## config.mk

```make
export PLATFORM = sky130hd
export DESIGN_NAME = sobel_window_engine
export DESIGN_NICKNAME = d
export VERILOG_FILES = /design/src/rtl/sobel_window_engine.sv
export SDC_FILE = /design/constraint.sdc
export NUM_CORES = 1
export LEC_CHECK = 0
export ABC_AREA = 0
export CORE_MARGIN = 10
export CORE_UTILIZATION = 55
export DETAILED_ROUTE_END_ITERATION = 8
export PLACE_DENSITY = 0.74
export SLEW_MARGIN = 20
export SYNTH_ARGS = -nofsm -noshare
export SYNTH_HDL_FRONTEND = slang
export SYNTH_SLANG_ARGS = --single-unit
```

## constraint.sdc

```tcl
create_clock -name clk -period 5.2 [get_ports clk]
set_input_delay 0.78 -clock clk [delete_from_list [all_inputs] [get_ports clk]]
set_output_delay 0.78 -clock clk [all_outputs]
set_load 0.05 [all_outputs]
```

## src/rtl/sobel_window_engine.sv

```systemverilog
// sobel_window_engine
// Consumes three column-aligned row taps from the line buffer, builds a 3x3
// window and produces the saturated Sobel magnitude |Gx|+|Gy|. A result is
// tagged valid only when its window lies entirely inside the image. The
// arithmetic pipeline free-runs; only the counters and window follow we_i.

module sobel_window_engine #(
  parameter int IMG_WIDTH  = 640,
  parameter int IMG_HEIGHT = 480
) (
  input  logic       clk,
  input  logic       rst,
  input  logic       we_i,
  input  logic [7:0] row0_i,
  input  logic [7:0] row1_i,
  input  logic [7:0] row2_i,
  output logic       valid_o,
  output logic [7:0] data_o,
  output logic       frame_done_o
);

  localparam int COL_W = (IMG_WIDTH  > 1) ? $clog2(IMG_WIDTH)  : 1;
  localparam int ROW_W = (IMG_HEIGHT > 1) ? $clog2(IMG_HEIGHT) : 1;

  localparam logic [COL_W-1:0] COL_LAST = COL_W'(IMG_WIDTH - 1);
  localparam logic [ROW_W-1:0] ROW_LAST = ROW_W'(IMG_HEIGHT - 1);
  localparam logic [COL_W-1:0] COL_MIN  = COL_W'(2);
  localparam logic [ROW_W-1:0] ROW_MIN  = ROW_W'(2);

  // Position counters for the pixel currently presented on the taps
  logic [COL_W-1:0] col_reg;
  logic [ROW_W-1:0] row_reg;

  // Window storage: win_reg[r][c], r=0 newest row, c=2 newest column
  logic [7:0] win_reg [3][3];
  logic [7:0] tap     [3];

  // Pipeline flags and datapath registers
  logic              s1_valid_reg;
  logic              s1_last_reg;
  logic              s2_valid_reg;
  logic              s2_last_reg;
  logic              s3_valid_reg;
  logic              s3_last_reg;
  logic signed [10:0] gx_reg;
  logic signed [10:0] gy_reg;
  logic        [10:0] sum_reg;

  // Combinational helpers
  logic              qualify;
  logic              last_pixel;
  logic        [10:0] gx_pos;
  logic        [10:0] gx_neg;
  logic        [10:0] gy_pos;
  logic        [10:0] gy_neg;
  logic signed [10:0] gx_next;
  logic signed [10:0] gy_next;
  logic        [10:0] abs_gx;
  logic        [10:0] abs_gy;
  logic        [7:0]  sat_next;

  assign tap[0] = row0_i;
  assign tap[1] = row1_i;
  assign tap[2] = row2_i;

  // Window qualifies using the counter values of the pixel being sampled
  assign qualify    = (row_reg >= ROW_MIN) && (col_reg >= COL_MIN);
  assign last_pixel = (row_reg == ROW_LAST) && (col_reg == COL_LAST);

  // Advance column/row position on every accepted pixel, wrapping per frame
  always_ff @(posedge clk or posedge rst) begin
    if (rst) begin
      col_reg <= '0;
      row_reg <= '0;
    end else if (we_i) begin
      if (col_reg == COL_LAST) begin
        col_reg <= '0;
        row_reg <= (row_reg == ROW_LAST) ? '0 : row_reg + ROW_W'(1);
      end else begin
        col_reg <= col_reg + COL_W'(1);
      end
    end
  end

  // One 3-deep shift register per row tap; stale columns at line start are
  // left in place because the qualify rule masks them
  generate
    for (genvar gi = 0; gi < 3; gi++) begin : g_win_row
      // Shift this row's window left and load the newest pixel on we_i
      always_ff @(posedge clk or posedge rst) begin
        if (rst) begin
          win_reg[gi][0] <= '0;
          win_reg[gi][1] <= '0;
          win_reg[gi][2] <= '0;
        end else if (we_i) begin
          win_reg[gi][0] <= win_reg[gi][1];
          win_reg[gi][1] <= win_reg[gi][2];
          win_reg[gi][2] <= tap[gi];
        end
      end
    end
  endgenerate

  // Stage 1 flags: a result is owed only for a qualifying sampled pixel
  always_ff @(posedge clk or posedge rst) begin
    if (rst) begin
      s1_valid_reg <= 1'b0;
      s1_last_reg  <= 1'b0;
    end else begin
      s1_valid_reg <= we_i && qualify;
      s1_last_reg  <= we_i && qualify && last_pixel;
    end
  end

  // Weighted column/row sums; each side is at most 4*255 so 11 bits suffice
  always_comb begin
    gx_pos = {3'b000, win_reg[0][2]} + {2'b00, win_reg[1][2], 1'b0} + {3'b000, win_reg[2][2]};
    gx_neg = {3'b000, win_reg[0][0]} + {2'b00, win_reg[1][0], 1'b0} + {3'b000, win_reg[2][0]};
    gy_pos = {3'b000, win_reg[2][0]} + {2'b00, win_reg[2][1], 1'b0} + {3'b000, win_reg[2][2]};
    gy_neg = {3'b000, win_reg[0][0]} + {2'b00, win_reg[0][1], 1'b0} + {3'b000, win_reg[0][2]};
    gx_next = $signed(gx_pos - gx_neg);
    gy_next = $signed(gy_pos - gy_neg);
  end

  // Stage 2: register the signed gradients alongside their flags
  always_ff @(posedge clk or posedge rst) begin
    if (rst) begin
      gx_reg       <= '0;
      gy_reg       <= '0;
      s2_valid_reg <= 1'b0;
      s2_last_reg  <= 1'b0;
    end else begin
      gx_reg       <= gx_next;
      gy_reg       <= gy_next;
      s2_valid_reg <= s1_valid_reg;
      s2_last_reg  <= s1_last_reg;
    end
  end

  // Magnitudes never exceed 1020, so negation cannot overflow 11 bits
  always_comb begin
    abs_gx = gx_reg[10] ? (~gx_reg + 11'd1) : gx_reg;
    abs_gy = gy_reg[10] ? (~gy_reg + 11'd1) : gy_reg;
  end

  // Stage 3: register |Gx|+|Gy| (max 2040, fits 11 bits unsigned)
  always_ff @(posedge clk or posedge rst) begin
    if (rst) begin
      sum_reg      <= '0;
      s3_valid_reg <= 1'b0;
      s3_last_reg  <= 1'b0;
    end else begin
      sum_reg      <= abs_gx + abs_gy;
      s3_valid_reg <= s2_valid_reg;
      s3_last_reg  <= s2_last_reg;
    end
  end

  assign sat_next = (sum_reg > 11'd255) ? 8'd255 : sum_reg[7:0];

  // Stage 4: saturated output; data_o keeps its last result between pulses
  always_ff @(posedge clk or posedge rst) begin
    if (rst) begin
      valid_o      <= 1'b0;
      data_o       <= '0;
      frame_done_o <= 1'b0;
    end else begin
      valid_o      <= s3_valid_reg;
      frame_done_o <= s3_last_reg;
      if (s3_valid_reg) begin
        data_o <= sat_next;
      end
    end
  end

endmodule

```

# After elaboration in Yosys (flattened, before gate mapping)
# Index checks and enable logic that the tools add are counted.
# W data, S select, Z words.
[totals] regBits=140 in_bits=27 out_inout_bits=10 elab_cells=55
[op_classes] n_addsub=15 order_cmp=3 eq_ne=2 mux=5 bitwise=2 n_reduce_logical=5
[op_table] operator="$add A10 B8 Y11" n=4
[op_table] operator="$add A8 B9 Y10" n=4
[op_table] operator="$add A11 B1 Y11 const B" n=2
[op_table] operator="$mux W11" n=2
[op_table] operator="$not A11 Y11" n=2
[op_table] operator="$sub A11 B11 Y11" n=2
[op_table] operator="$add A11 B11 Y11" n=1
[op_table] operator="$gt A11 B8 Y1 const B" n=1
[op_table] operator="$add A10 B1 Y10 const B" n=1
[op_table] operator="$eq A10 B10 Y1 const B" n=1
[op_table] operator="$ge A10 B2 Y1 const B" n=1
[op_table] operator="$mux W10" n=1
[op_table] operator="$add A9 B1 Y9 const B" n=1
[op_table] operator="$eq A9 B9 Y1 const B" n=1
[op_table] operator="$ge A9 B2 Y1 const B" n=1
[op_table] operator="$mux W9" n=1
[op_table] operator="$mux W8" n=1
[op_table] operator="$logic_and A1 B1 Y1" n=4
[op_table] operator="$reduce_and A2 Y1" n=1

# Logic depth before layout (Yosys ltp)
[logic_depth] depth_word=4 mapped_depth=13 ltp_nobuf=13

# Least setup slack after synthesis
# No wires, ideal clock.
[synth_path] kind="reg2reg" start="reg win_reg[18] (netlist name)" end="reg gx_reg[9]" setup_time_ps=132 arrival_time_ps=3410 slack_ps=1658 path_stages_with_launch=13 path_buffers=0 synth_period_minus_slack_ps=3542 path_cell_list="dfrtp_1 -> inv_1 -> fa_1 -> fa_1 -> inv_1 -> fa_1 -> inv_1 -> fa_1 -> a21oi_1 -> o21ai_1 -> a2111oi_0 -> nor3_1 -> xor2_1"
[synth_via] elab_chain_cells=2
[synth_lines] item="start: declaration" line="35" text="logic [7:0] win_reg [3][3];"
[synth_lines] item="start signal: indexed assignment" line="96" text="win_reg[gi][0] <= win_reg[gi][1];"
[synth_lines] item="start signal: indexed assignment" line="97" text="win_reg[gi][1] <= win_reg[gi][2];"
[synth_lines] item="start signal: indexed assignment" line="98" text="win_reg[gi][2] <= tap[gi];"
[synth_lines] item="$add A10 B8 Y11" line="118" text="gx_neg = {3'b000, win_reg[0][0]} + {2'b00, win_reg[1][0], 1'b0} + {3'b000, win_reg[2][0]};"
[synth_lines] item="$sub A11 B11 Y11" line="121" text="gx_next = $signed(gx_pos - gx_neg);"
[synth_lines] item="named net gx_next[9]" line="56" text="logic signed [10:0] gx_next;"
[synth_lines] item="end signal: assignment" line="133" text="gx_reg <= gx_next;"
[synth_lines] item="end: declaration" line="45" text="logic signed [10:0] gx_reg;"
# The timed path passes the listed nets, and every way through them passes these cells.
# A chain may end at the register's enable or synchronous reset.

# Worst setup path after layout
[layout_path] start="reg win_reg[50] (netlist name)" end="reg gy_reg[9]"
[layout_via] elab_chain_cells=2
[layout_lines] item="$add A10 B8 Y11" line="120" text="gy_neg = {3'b000, win_reg[0][0]} + {2'b00, win_reg[0][1], 1'b0} + {3'b000, win_reg[0][2]};"
[layout_lines] item="$sub A11 B11 Y11" line="122" text="gy_next = $signed(gy_pos - gy_neg);"
[layout_lines] item="named net gy_next[9]" line="57" text="logic signed [10:0] gy_next;"
[layout_lines] item="end signal: assignment" line="134" text="gy_reg <= gy_next;"
[layout_lines] item="end: declaration" line="46" text="logic signed [10:0] gy_reg;"
# The timed path passes the listed nets, and every way through them passes these cells.

==> out/results.tsv <==
stage	metric	value	unit
run_status	status	complete, no violations	
synth	Synth async-reset ratio	1.000	
critical_path	CP required	5.54	ns
route	Routed WL	14200	um
synth	synthesized area per cell	10.78	um^2
cts	clock sink count	140	
global_route	first-pass GRT wire length	25160	um
cells_and_area	max reg flops	72	
synth	Yosys cell types	54	
route	Final ANT Viol Nets	0	
global_route	initial antenna violation count	0	
cts	CTS clk-pin slew, worst paths	0.06	ns
timing	achievable frequency	264.9	MHz
cells_and_area	Ant. Diodes	0	
cells_and_area	non-filler instance count after layout	988	
cells_and_area	fin nets	921	
critical_path	FF-to-FF Start	win_reg[50]	
run	max-cap violations	0	
cells_and_area	final core utilization	0.6370	
die	I/O Pins	37	
cells_and_area	fillers	1146	
cells_and_area	layout cells sized above 1	0.08582	
synth	share of the yosys chip area belonging to registers	0.4316	
cts	CTS tree	built	
timing	Slew Limit Headroom	0.3414	
critical_path	R2R setup slack	1.42	ns
synth	EDFF count, synth	0	
cts	clk root buf	clkbuf_16	
cells_and_area	area grow syn2layout	13.63	%
global_route	gr ovfl total	0	
power	Pint	0.003762	W
die	die height	141.5	um
timing	clock skew	0.01099	ns
synth	Syn Inst Count	753	
power	Net Switching	0.002589	W
timing	worst slew pin tran	0.9879	ns
critical_path	cells on worst reg2reg path	12	
min_path	hold path depth	0	
place	Placer Congestion	0.8676	
timing	RSZ-0062 raised after global routing	no	
synth	Syn Nets	883	
critical_path	crit-path max FO	3	
power	combinational group share of total power	0.565	
power	total power	0.006352	W
cts	total CTS buffers	17	
synth	dominant synthesized flop cell	dfrtp_1	
timing	Min Hold Slack	0.3428	ns
cts	clock latency on the worst-skew pair	0.43	ns
timing	Final Setup Violations	0	
die	DIE WIDTH	141.5	um
min_path	hold wc startpoint	s1_valid_reg	
global_route	largest net degree at the start of global routing	111	
die	die area	20020	um^2
power	Seq pwr share	0.252	
cells_and_area	most common cell after layout, fill and taps aside	inv_1	
cts	Setup Buffers After CTS	0	
critical_path	Critical Path AT	4.12	ns
critical_path	Critical Path End Type	register	
power	Clk pwr share	0.183	
timing	final hold vios	0	
timing	min cycle time layout	3.775	ns
place	HPWL after detailed placement	10490	um
min_path	HP Class	register to register	
die	starting density of the core	0.5606	
timing	period utilization	0.7260	
min_path	end of the worst hold path	s2_valid_reg	
route	Pre-antenna DRT Iters	4	
synth	register bit total from synthesis	140	
timing	Pins Over Slew Limit	0	
global_route	Total GRT Usage	0.1529	
cts	# H-tree levels	4	
route	DR WL/cell	14.37	um
power	P_leak	4.407	nW
cts	CTS Hold Bufs	0	
synth	Yosys Warn Count	0	
route	1st-iter DRT viols	243	
global_route	vias in the first global route	5532	
route	DRC	0	
power	Net Sw Frac	0.4077	
cts	CTS resizes	0	
power	PwrDens	688.7	nW/um^2
die	row cnt	44	
place	IO buf count	36	
timing	final setup TNS	0	ns
critical_path	critical path class	register to register	
power	VDD IR max	0.3958	mV
die	core area	14480	um^2
cts	deepest clock path buffer count	2	
route	vias	5107	
route	Vias/cell	5.169	
place	Placed Instances	956	
cells_and_area	most frequent cells in the layout	inv_1, dfrtp_1, nand2_1	
synth	synthesized cell area	8117	um^2
critical_path	Critical R2R Capture	gy_reg[9]	
critical_path	Startpoint Class	register	
worst max path at each step:
stage	startpoint	end	slack (ns)	cells past startpoint
after floorplan	rst	col_reg[0]	0.67	1
after global placement	win_reg[18]	gx_reg[9]	1.52	12
after detailed placement	win_reg[18]	gx_reg[9]	1.46	12
after CTS	win_reg[50]	gy_reg[9]	1.40	12
after global routing	win_reg[50]	gy_reg[9]	1.25	12
final	win_reg[50]	gy_reg[9]	1.42	12
critical path, stage by stage (launching register included):
cell,delay (ns)
dfrtp_1,0.41
inv_1,0.10
fa_1,0.52
fa_1,0.54
inv_1,0.06
fa_1,0.54
inv_1,0.07
fa_1,0.46
a21o_1,0.19
a221oi_1,0.38
o21bai_1,0.10
a21oi_1,0.18
xnor2_1,0.14
cell usage after synthesis (2+ instances only):
library cell,number,area share
clkbuf_1,15,0.0069
xor2_1,11,0.012
o31ai_1,5,0.0046
and3_2,2,0.0018
or3_1,2,0.0015
o21ai_0,60,0.037
o22a_1,8,0.0086
ha_1,40,0.062
dfrtp_1,140,0.43
and3_1,5,0.0039
nand3_1,6,0.0037
and2_1,3,0.0023
inv_1,142,0.066
a211oi_1,2,0.0018
nor3_1,9,0.0055
buf_2,4,0.0025
nand2_1,72,0.033
nand4_1,7,0.0054
o41ai_1,3,0.0032
nand2b_1,5,0.0039
o21bai_1,3,0.0028
or2_1,2,0.0015
o21ai_1,7,0.0043
a21o_1,7,0.0065
fa_1,63,0.16
a31oi_1,4,0.0031
xnor2_1,39,0.042
nor4_1,3,0.0023
a21oi_1,17,0.010
mux2_2,23,0.032
nand3_4,2,0.0043
nor2_1,18,0.0083
nor2b_1,2,0.0015
nand3b_1,2,0.0018
routing by layer:
metal,GRT usage,share of wire
met1,0.1814,0.44
met4,0.05971,0.016
met3,0.04105,0.035
met2,0.2589,0.51
met5,0,0
cell families after synthesis:
logic type               after synthesis  share of synthesized area
buffers and inverters                161                    0.07507
AND/OR/NAND/NOR                      150                    0.09650
flip-flops                           140                     0.4316
AO/OA/AOI/OAI                        126                    0.09388
adder cells (fa/ha/maj)              103                     0.2170
XOR/XNOR                              50                    0.05395
multiplexers                          23                    0.03191
power groups by stage:
| stage | sequential [W] | combinational, W | clock, W |
|---|---|---|---|
| 5_1_grt | 0.00163 | 0.00408 | 0.00124 |
| 4_1_cts | 0.00160 | 0.00361 | 0.00119 |
| 2_1_floorplan | 0.00156 | 0.00291 | 0 |
| 6_report | 0.00160 | 0.00359 | 0.00117 |
| 3_5_place_dp | 0.00162 | 0.00357 | 0 |
| 3_3_place_gp | 0.00160 | 0.00342 | 0 |
cell type report:
class                           count  area (um^2)  share of cell area
Multi-Input combinational cell    452         4004              0.4341
Sequential cell                   140         3503              0.3799
Inverter                          142        538.0             0.05834
Clock buffer                       23        488.0             0.05291
Timing Repair Buffer               38        372.9             0.04043
Tap cell                          184        230.2             0.02496
Clock inverter                      9        86.33            0.009361
stage by stage:
step                      instance area (um^2)  setup WS, ns
after detailed placement                  8648         1.458
after CTS                                 9223         1.398
after global routing                      9223         1.250
final                                     9223         1.425
after global placement                    8648         1.517
after floorplan                           8117        0.6671
Power figures use the tool's default switching activity.
